**config.mk**
```make
export PLATFORM = sky130hd
export DESIGN_NAME = dtree_sample_feeder
export DESIGN_NICKNAME = d
export VERILOG_FILES = /design/src/rtl/dtree_pkg.sv /design/src/rtl/dtree_sync_fifo.sv /design/src/rtl/dtree_sample_feeder.sv
export SDC_FILE = /design/constraint.sdc
export NUM_CORES = 1
export LEC_CHECK = 0
export CAP_MARGIN = 20
export CORE_MARGIN = 5
export CORE_UTILIZATION = 40
export DETAILED_ROUTE_END_ITERATION = 7
export PLACE_DENSITY_LB_ADDON = 0.12
export SLEW_MARGIN = 20
export SYNTH_ARGS = -nofsm -noshare
export SYNTH_HDL_FRONTEND = slang
export SYNTH_SLANG_ARGS = --single-unit
```
**constraint.sdc**
```tcl
create_clock -name clk -period 2.54 [get_ports clk]
set_input_delay 0.762 -clock clk [delete_from_list [all_inputs] [get_ports clk]]
set_output_delay 0.762 -clock clk [all_outputs]
set_load 0.02 [all_outputs]
```
**src/rtl/dtree_pkg.sv**
```systemverilog
// Shared definitions for the dtree classifier and its sample feeder.
package dtree_pkg;

    // Classifier input sample width; the feeder defaults to the same value.
    localparam int IN_WIDTH_DEFAULT = 10;

    // Classifier-side constants, kept here so both blocks agree on them.
    localparam int DTREE_IN_WIDTH = IN_WIDTH_DEFAULT;

    // Feeder defaults.
    localparam int FEEDER_DEPTH_DEFAULT = 16;
    localparam int FEEDER_PRIME_DEFAULT = 4;

    // Feeder control states: FILL primes the FIFO, STREAM serves ready pulses.
    typedef enum logic {
        FILL   = 1'b0,
        STREAM = 1'b1
    } feeder_state_t;

endpackage

```
**src/rtl/dtree_sync_fifo.sv**
```systemverilog
// Circular single-clock FIFO: storage, wrapping pointers and an explicit
// occupancy counter. Pushes while full and pops while empty are ignored here;
// the caller decides what those events mean. Read data is presented
// combinationally from the head slot and registered by the consumer.
module dtree_sync_fifo #(
    parameter int WIDTH = 10,
    parameter int DEPTH = 16
) (
    input  logic                     clk,
    input  logic                     reset,
    input  logic                     push,
    input  logic                     pop,
    input  logic [WIDTH-1:0]         din,
    output logic [WIDTH-1:0]         dout,
    output logic                     full,
    output logic                     empty,
    output logic [$clog2(DEPTH):0]   count
);

    localparam int AW = $clog2(DEPTH);
    localparam int CW = AW + 1;

    logic [WIDTH-1:0] mem [DEPTH];
    logic [AW-1:0]    wr_ptr_reg;
    logic [AW-1:0]    rd_ptr_reg;
    logic [CW-1:0]    count_reg;
    logic             do_push;
    logic             do_pop;

    assign full    = (count_reg == CW'(DEPTH));
    assign empty   = (count_reg == '0);
    assign do_push = push && !full;
    assign do_pop  = pop && !empty;
    assign dout    = mem[rd_ptr_reg];
    assign count   = count_reg;

    // Storage write; contents survive reset, only the pointers are cleared.
    always_ff @(posedge clk) begin
        if (do_push) begin
            mem[wr_ptr_reg] <= din;
        end
    end

    // Pointers wrap naturally at the power-of-two depth.
    always_ff @(posedge clk) begin
        if (reset) begin
            wr_ptr_reg <= '0;
            rd_ptr_reg <= '0;
        end else begin
            if (do_push) wr_ptr_reg <= wr_ptr_reg + AW'(1);
            if (do_pop)  rd_ptr_reg <= rd_ptr_reg + AW'(1);
        end
    end

    // Occupancy: unchanged when a push and a pop land in the same cycle.
    always_ff @(posedge clk) begin
        if (reset) begin
            count_reg <= '0;
        end else begin
            unique case ({do_push, do_pop})
                2'b10:   count_reg <= count_reg + CW'(1);
                2'b01:   count_reg <= count_reg - CW'(1);
                default: count_reg <= count_reg;
            endcase
        end
    end

endmodule

```
**src/rtl/dtree_sample_feeder.sv**
```systemverilog
// Feeds buffered ADC samples to the dtree classifier, one per ready edge.
// Primes the FIFO before streaming, re-primes after an underrun, and keeps
// sticky underrun/overflow flags until reset.
module dtree_sample_feeder
    import dtree_pkg::*;
#(
    parameter int IN_WIDTH = IN_WIDTH_DEFAULT,
    parameter int DEPTH    = FEEDER_DEPTH_DEFAULT,
    parameter int PRIME    = FEEDER_PRIME_DEFAULT
) (
    input  logic                     clk,
    input  logic                     reset,
    input  logic                     in_valid,
    input  logic [IN_WIDTH-1:0]      in_sample,
    output logic                     in_ready,
    input  logic                     ready,
    output logic [IN_WIDTH-1:0]      sample,
    output logic                     sample_fresh,
    output logic                     streaming,
    output logic [$clog2(DEPTH):0]   count,
    output logic                     underrun,
    output logic                     overflow
);

    localparam int CW = $clog2(DEPTH) + 1;

    feeder_state_t        state_reg;
    feeder_state_t        state_next;
    logic                 pop_req;
    logic                 underrun_set;
    logic [IN_WIDTH-1:0]  fifo_dout;
    logic                 fifo_full;
    logic                 fifo_empty;
    logic [CW-1:0]        fifo_count;
    logic [IN_WIDTH-1:0]  sample_reg;
    logic                 sample_fresh_reg;
    logic                 underrun_reg;
    logic                 overflow_reg;

    dtree_sync_fifo #(
        .WIDTH (IN_WIDTH),
        .DEPTH (DEPTH)
    ) u_fifo (
        .clk   (clk),
        .reset (reset),
        .push  (in_valid),
        .pop   (pop_req),
        .din   (in_sample),
        .dout  (fifo_dout),
        .full  (fifo_full),
        .empty (fifo_empty),
        .count (fifo_count)
    );

    assign in_ready     = !fifo_full;
    assign count        = fifo_count;
    assign sample       = sample_reg;
    assign sample_fresh = sample_fresh_reg;
    assign streaming    = (state_reg == STREAM);
    assign underrun     = underrun_reg;
    assign overflow     = overflow_reg;

    // FSM state register.
    always_ff @(posedge clk) begin
        if (reset) state_reg <= FILL;
        else       state_reg <= state_next;
    end

    // Next state and pop decision; a ready on an empty FIFO (even with a
    // push in flight, as there is no bypass) is an underrun and re-primes.
    always_comb begin
        state_next   = state_reg;
        pop_req      = 1'b0;
        underrun_set = 1'b0;
        unique case (state_reg)
            FILL: begin
                if (fifo_count >= CW'(PRIME)) state_next = STREAM;
            end
            STREAM: begin
                if (ready) begin
                    if (fifo_empty) begin
                        underrun_set = 1'b1;
                        state_next   = FILL;
                    end else begin
                        pop_req = 1'b1;
                    end
                end
            end
            default: state_next = FILL;
        endcase
    end

    // Output sample register: loads the head entry at the popping edge.
    always_ff @(posedge clk) begin
        if (reset) begin
            sample_reg       <= '0;
            sample_fresh_reg <= 1'b0;
        end else begin
            sample_fresh_reg <= pop_req;
            if (pop_req) sample_reg <= fifo_dout;
        end
    end

    // Sticky error flags, cleared only by reset.
    always_ff @(posedge clk) begin
        if (reset) begin
            underrun_reg <= 1'b0;
            overflow_reg <= 1'b0;
        end else begin
            if (underrun_set)          underrun_reg <= 1'b1;
            if (in_valid && fifo_full) overflow_reg <= 1'b1;
        end
    end

endmodule

```
; Word level (Yosys, flattened, before mapping)
; Memories as Yosys holds them, arrays and structs flattened. A register that Yosys moved wholly into a read port is not among the register bits.
; Cells that the tools add are included.
[op_classes]
n_reduce_logical = 7
n_eq_ne = 3
addsub = 4
muxes = 12
bitwise_logic = 1
n_shift = 0
multipliers = 0
magnitude_cmp = 1
div = 0
[op_table]
columns = op, count
row1 = $mux W1, 10
row2 = $pmux W5 S2, 1
row3 = $add A4 B1 Y4 const B, 2
row4 = $add A5 B1 Y5 const B, 1
row5 = $eq A5 B5 Y1 const B, 1
row6 = $ge A5 B3 Y1 const B, 1
row7 = $logic_not A5 Y1, 1
row8 = $sub A5 B1 Y5 const B, 1
row9 = $logic_and A1 B1 Y1, 3
row10 = $eq A2 B1 Y1 const B, 1
row11 = $eq A2 B2 Y1 const B, 1
row12 = $logic_not A1 Y1, 2
row13 = $pmux W1 S2, 1
row14 = $reduce_bool A2 Y1, 1
row15 = $not A1 Y1, 1
[totals]
input_bits = 14
out_inout_bits = 20
reg_bits = 17
n_memories = 1
mem_bits_ro = 0
ramBits = 160
latch_bits = 0
[mem_list]
columns = name, depth, width, read_ports, rd_ports_with_merged_regs, write_ports, line_no
row1 = u_fifo.mem, 16, 10, 1, 1, 1, dtree_sync_fifo.sv:23  ; logic [WIDTH-1:0] mem [DEPTH];

; Longest topological paths before layout
[logic_depth]
depth_word = 7
depth_mapped = 12
mapped_depth_nobuf = 11

; Cells and area by module
; A second synthesis with hierarchy kept.
[hier_totals]
cells_unflattened = 429
hier_area_um2 = 7621.1
[modules_own_cells]
columns = module, seq_area_each_um2, cells_per_inst, instances, area_each_um2
row1 = dtree_sync_fifo, 5144.9, 372, 1, 7024.2
row2 = dtree_sample_feeder, 280.3, 57, 1, 596.8

; Worst setup path before layout
; OpenSTA, ideal clock, no wires.
[synth_path]
kind = register to register
start = reg u_fifo.count_reg[1], in the netlist u_fifo.count[1]
end = reg u_fifo.count_reg[4], in the netlist u_fifo.count[4]
arrival_time_ps = 2635
path_buffers = 2
setup_time_ps = 121
synth_period_minus_slack_ps = 2755
setup_slack_ps = -215
path_stages_with_launch = 12
path_cell_list = dfxtp_1 -> buf_2 -> nor4_4 -> a21oi_2 -> buf_4 -> ha_1 -> xor2_1 -> ha_1 -> a21oi_1 -> a221oi_1 -> a21oi_1 -> mux2_2
[synth_via]
elab_chain_cells = 7
word_cells_on_any_way = 15
classes_between = add/sub (2) / eq/ne (3) / mux (4) / reduce/logical (6)
[synth_rtl]
columns = item, line_no
row1 = start: declaration, dtree_sync_fifo.sv:26  ; logic [CW-1:0] count_reg;
row2 = start signal: assignment, dtree_sync_fifo.sv:61  ; 2'b10: count_reg <= count_reg + CW'(1);
row3 = start signal: assignment, dtree_sync_fifo.sv:62  ; 2'b01: count_reg <= count_reg - CW'(1);
row4 = start signal: assignment, dtree_sync_fifo.sv:63  ; default: count_reg <= count_reg;
row5 = $logic_not A5 Y1 (*), dtree_sync_fifo.sv:31  ; assign empty = (count_reg == '0);
row6 = $mux W1, dtree_sample_feeder.sv:81  ; if (fifo_empty) begin
row7 = $mux W1, dtree_sample_feeder.sv:80  ; if (ready) begin
row8 = $mux W1, dtree_sample_feeder.sv:75  ; unique case (state_reg)
row9 = $logic_and A1 B1 Y1 (*), dtree_sync_fifo.sv:33  ; assign do_pop = pop && !empty;
row10 = named net u_fifo.do_pop, dtree_sync_fifo.sv:28  ; logic do_pop;
row11 = $eq A2 B1 Y1 / $eq A2 B2 Y1 (equally long branches), dtree_sync_fifo.sv:60  ; unique case ({do_push, do_pop})
row12 = $pmux W5 S2 / $reduce_bool A2 Y1 (equally long branches), -
; The timed path passes the listed nets; every way through them passes the cells marked *.
; A chain may end at the register's enable or synchronous reset.

; Worst setup path after layout
[layout_path]
start = reg u_fifo.count_reg[3], in the netlist u_fifo.count[3]
end = out in_ready
[layout_via]
elab_chain_cells = 2
[layout_rtl]
columns = item, line_no
row1 = $eq A5 B5 Y1, dtree_sync_fifo.sv:30  ; assign full = (count_reg == CW'(DEPTH));
row2 = $logic_not A1 Y1, dtree_sample_feeder.sv:55  ; assign in_ready = !fifo_full;
row3 = end: declaration, dtree_sample_feeder.sv:15  ; output logic in_ready,
; Every way passes these cells.

==> results.sh <==
export IMPL_clock_path_buffers=2
export IMPL_wirelength_um=16500
export IMPL_io_pins=34
export IMPL_ant_nets=0
export IMPL_postSynthCellCount=473
export IMPL_largest_register_ffs=160
export IMPL_die_area_um2=21300
export IMPL_setup_ws_ps=80.8
export IMPL_critical_path_class="reg -> out"
export IMPL_ys_types=38
export IMPL_ys_seq_area_share_pct=72.2
export IMPL_worst_ep_arrival_time_ps=1700
export IMPL_synth_top_area_share_pct=64.9
export IMPL_start_util_pct=40.9
export IMPL_critPathMaxFanout=3
export IMPL_path_cells="nor4_4 -> buf_4 -> buf_4 -> nand2_1 -> clkdlybuf4s15_1"
export IMPL_firstDrtPassIters=4
export IMPL_grt_pass1_wl_um=25000
export IMPL_seq_area_um2=5350
export IMPL_io_buffers=33
export IMPL_drt_initial_drc_count=267
export IMPL_grt_pass1_vias=4100
export IMPL_hold_violations=0
export IMPL_finalPower_mw=6.20
export IMPL_ys_seq_elements=187
export IMPL_syn_nets=496
export IMPL_clk_pin_slew_ps=70
export IMPL_clock_latency_ps=430
export IMPL_core_um2=18100
export IMPL_antenna_cells=0
export IMPL_reg2reg_from="u_fifo.count[3]"
export IMPL_multi_input_area_um2=1940
export IMPL_powerDensity_nw_per_um2=701
export IMPL_cp_buffers_inverters=3
export IMPL_setup_viol=0
export IMPL_post_route_drc_count=0
export IMPL_whs_path_depth=2
export IMPL_async_flop_share_pct=0
export IMPL_cts_num_sinks=187
export IMPL_die_w_um=146
export IMPL_cts_tree="yes"
export IMPL_synth_edf_count=160
export IMPL_syn2layout_area_growth_pct=19.5
export IMPL_hp_start="overflow"
export IMPL_dp_hpwl_um=11000
export IMPL_core_rowCount=49
export IMPL_pre_cts_ws_ps=-381
export IMPL_regToRegSetupSlack_ps=160
export IMPL_fmax_ghz=0.407
export IMPL_tns_ps=0
export IMPL_synth_area_top_cells="edfxtp_1 (65%), mux2i_1 (11%), dfxtp_1 (7.3%), o22ai_1 (3.5%), nor2_1 (2.1%)"
export IMPL_synth_top_cells_by_count="edfxtp_1 (160), mux2i_1 (82), nor2_1 (42), o22ai_1 (41), dfxtp_1 (27)"
export IMPL_skew_ps=10.7
export IMPL_cp_start_kind="flip-flop"
export IMPL_wl_per_cell_um=21.1
export IMPL_whs_ps=475
export IMPL_final_nets=565
export IMPL_root_buffer="clkbuf_16"
export IMPL_synth_top_cell_by_area="edfxtp_1"
export IMPL_leakagePower_nw=2.79
export IMPL_ys_flop_type="edfxtp_1"
export IMPL_yosysWarnings=0
export IMPL_yosysMostFrequentCell="edfxtp_1"
export IMPL_max_stage_delay_ps=330
export IMPL_critical_path_top_delay_family="buffers and inverters"
export IMPL_drv_slew=0
export IMPL_cp_end_kind="primary output"
export IMPL_fp_dieH_um=146
export IMPL_ir_drop_mv=0.478
export IMPL_viasPerCell=5.32
export IMPL_maxCapViolations=0
export IMPL_period_minus_slack_ps=2460
export IMPL_grt_max_degree=27
export IMPL_overflow=0
export IMPL_crit_required_ps=1780
export IMPL_rsz0062_at_grt="false"
export IMPL_synth_area_um2=7400
export IMPL_fillers=1551
export IMPL_relSlewSlack_pct=50.3
export IMPL_startpoint="u_fifo.count[3]"
export IMPL_antenna_found_initial=0
export IMPL_drive_above_1_share_pct=15.5
export IMPL_cts_buffers=17
export IMPL_status="finished clean"
export IMPL_final_period_utilization_pct=96.8
export IMPL_ff2ff_path_depth=12
export IMPL_hold_buffers=0
export IMPL_vias=4168
export IMPL_grt_usage_pct=16.0
export IMPL_avgSynthCellArea_um2=15.7
export IMPL_cp_depth=5
export IMPL_tightest_slew_ps=744
export IMPL_path_common_cell="buf_4"
export IMPL_hold_path_class="reg -> reg"
export IMPL_htreeDepth=4
export IMPL_gp_congestion=0.765
export IMPL_cp_slowest_cell="dfxtp_1"
==> layout make-up <==
cell class                 count  area share, %
clock buffer                  17           4.81
sequential                   187           60.5
tap                          229           3.24
inverter                       5          0.212
clock inverter                15           1.57
multi-input combinational    256           21.9
timing repair buffer          75           7.75
==> cell usage in the layout (no fill, tap or decap), drive strengths merged, types with 3 or more instances in the layout <==
| master | synthesis | layout |
|---|---|---|
| xnor2 | 3 | 3 |
| mux2i | 82 | 82 |
| nor4 | 13 | 13 |
| o21ai | 3 | 3 |
| nor3 | 8 | 8 |
| nand3b | 3 | 3 |
| nor2 | 42 | 42 |
| a211oi | 10 | 10 |
| xor2 | 6 | 6 |
| o22ai | 41 | 41 |
| dfxtp | 27 | 27 |
| clkbuf | 7 | 17 |
| inv | 5 | 11 |
| a21oi | 5 | 5 |
| nand2b | 3 | 3 |
| clkdlybuf4s50 | 0 | 31 |
| ha | 9 | 9 |
| clkinv | 0 | 6 |
| nand2 | 12 | 12 |
| edfxtp | 160 | 160 |
| buf | 18 | 42 |
==> through the flow <==
step | utilization (%) | cell area [um^2] | instances
3_3_place_gp | 45.6 | 8250 | 748
3_5_place_dp | 45.6 | 8250 | 748
5_1_grt | 48.9 | 8850 | 784
6_report | 48.9 | 8850 | 784
4_1_cts | 48.7 | 8820 | 781
2_1_floorplan | - | 7460 | 473
==> final timing paths <==
path | endpoint
worst max-delay path | in_ready
worst min-delay path | overflow
worst max register to register | u_fifo.count[4]
worst min register to register | overflow
==> where the power goes <==
part	internal, mW	switching [mW]
Combinational	0.105	0.159
Clock	1.37	1.18
Sequential	3.37	0.0171
Total	4.85	1.35
==> cell families after synthesis <==
kind of cell / synth area share [%]
flip-flops: 72.2
AND/OR/NAND/NOR: 6.00
multiplexers: 11.2
AO/OA/AOI/OAI: 5.75
buffers and inverters: 2.23
XOR/XNOR: 1.06
adder cells (fa/ha/maj): 1.52
==> worst min-delay path: cells and delay by family (launching register included) <==
| family | cells | cell delay [ps] |
|---|---|---|
| flops | 1 | 330 |
| compound gates | 1 | 40 |
| simple gates | 1 | 70 |
==> timing repair <==
item | in CTS | in global routing
gates cloned | 0 | 0
buffers inserted | 1 | 3
resized for setup | 1 | 6
endpoints found under the setup margin | 1 | 1
pin swaps | 1 | 6
==> per-layer routing <==
layer,vias up,track usage (%),part of all wire (%)
li1,1973,-,-
met1,2068,21.1,44
met2,106,25.6,49
met3,21,4.46,5.3
met4,0,5.55,2.1
met5,-,0,0
No activity file was read; power rests on OpenSTA's default activity.
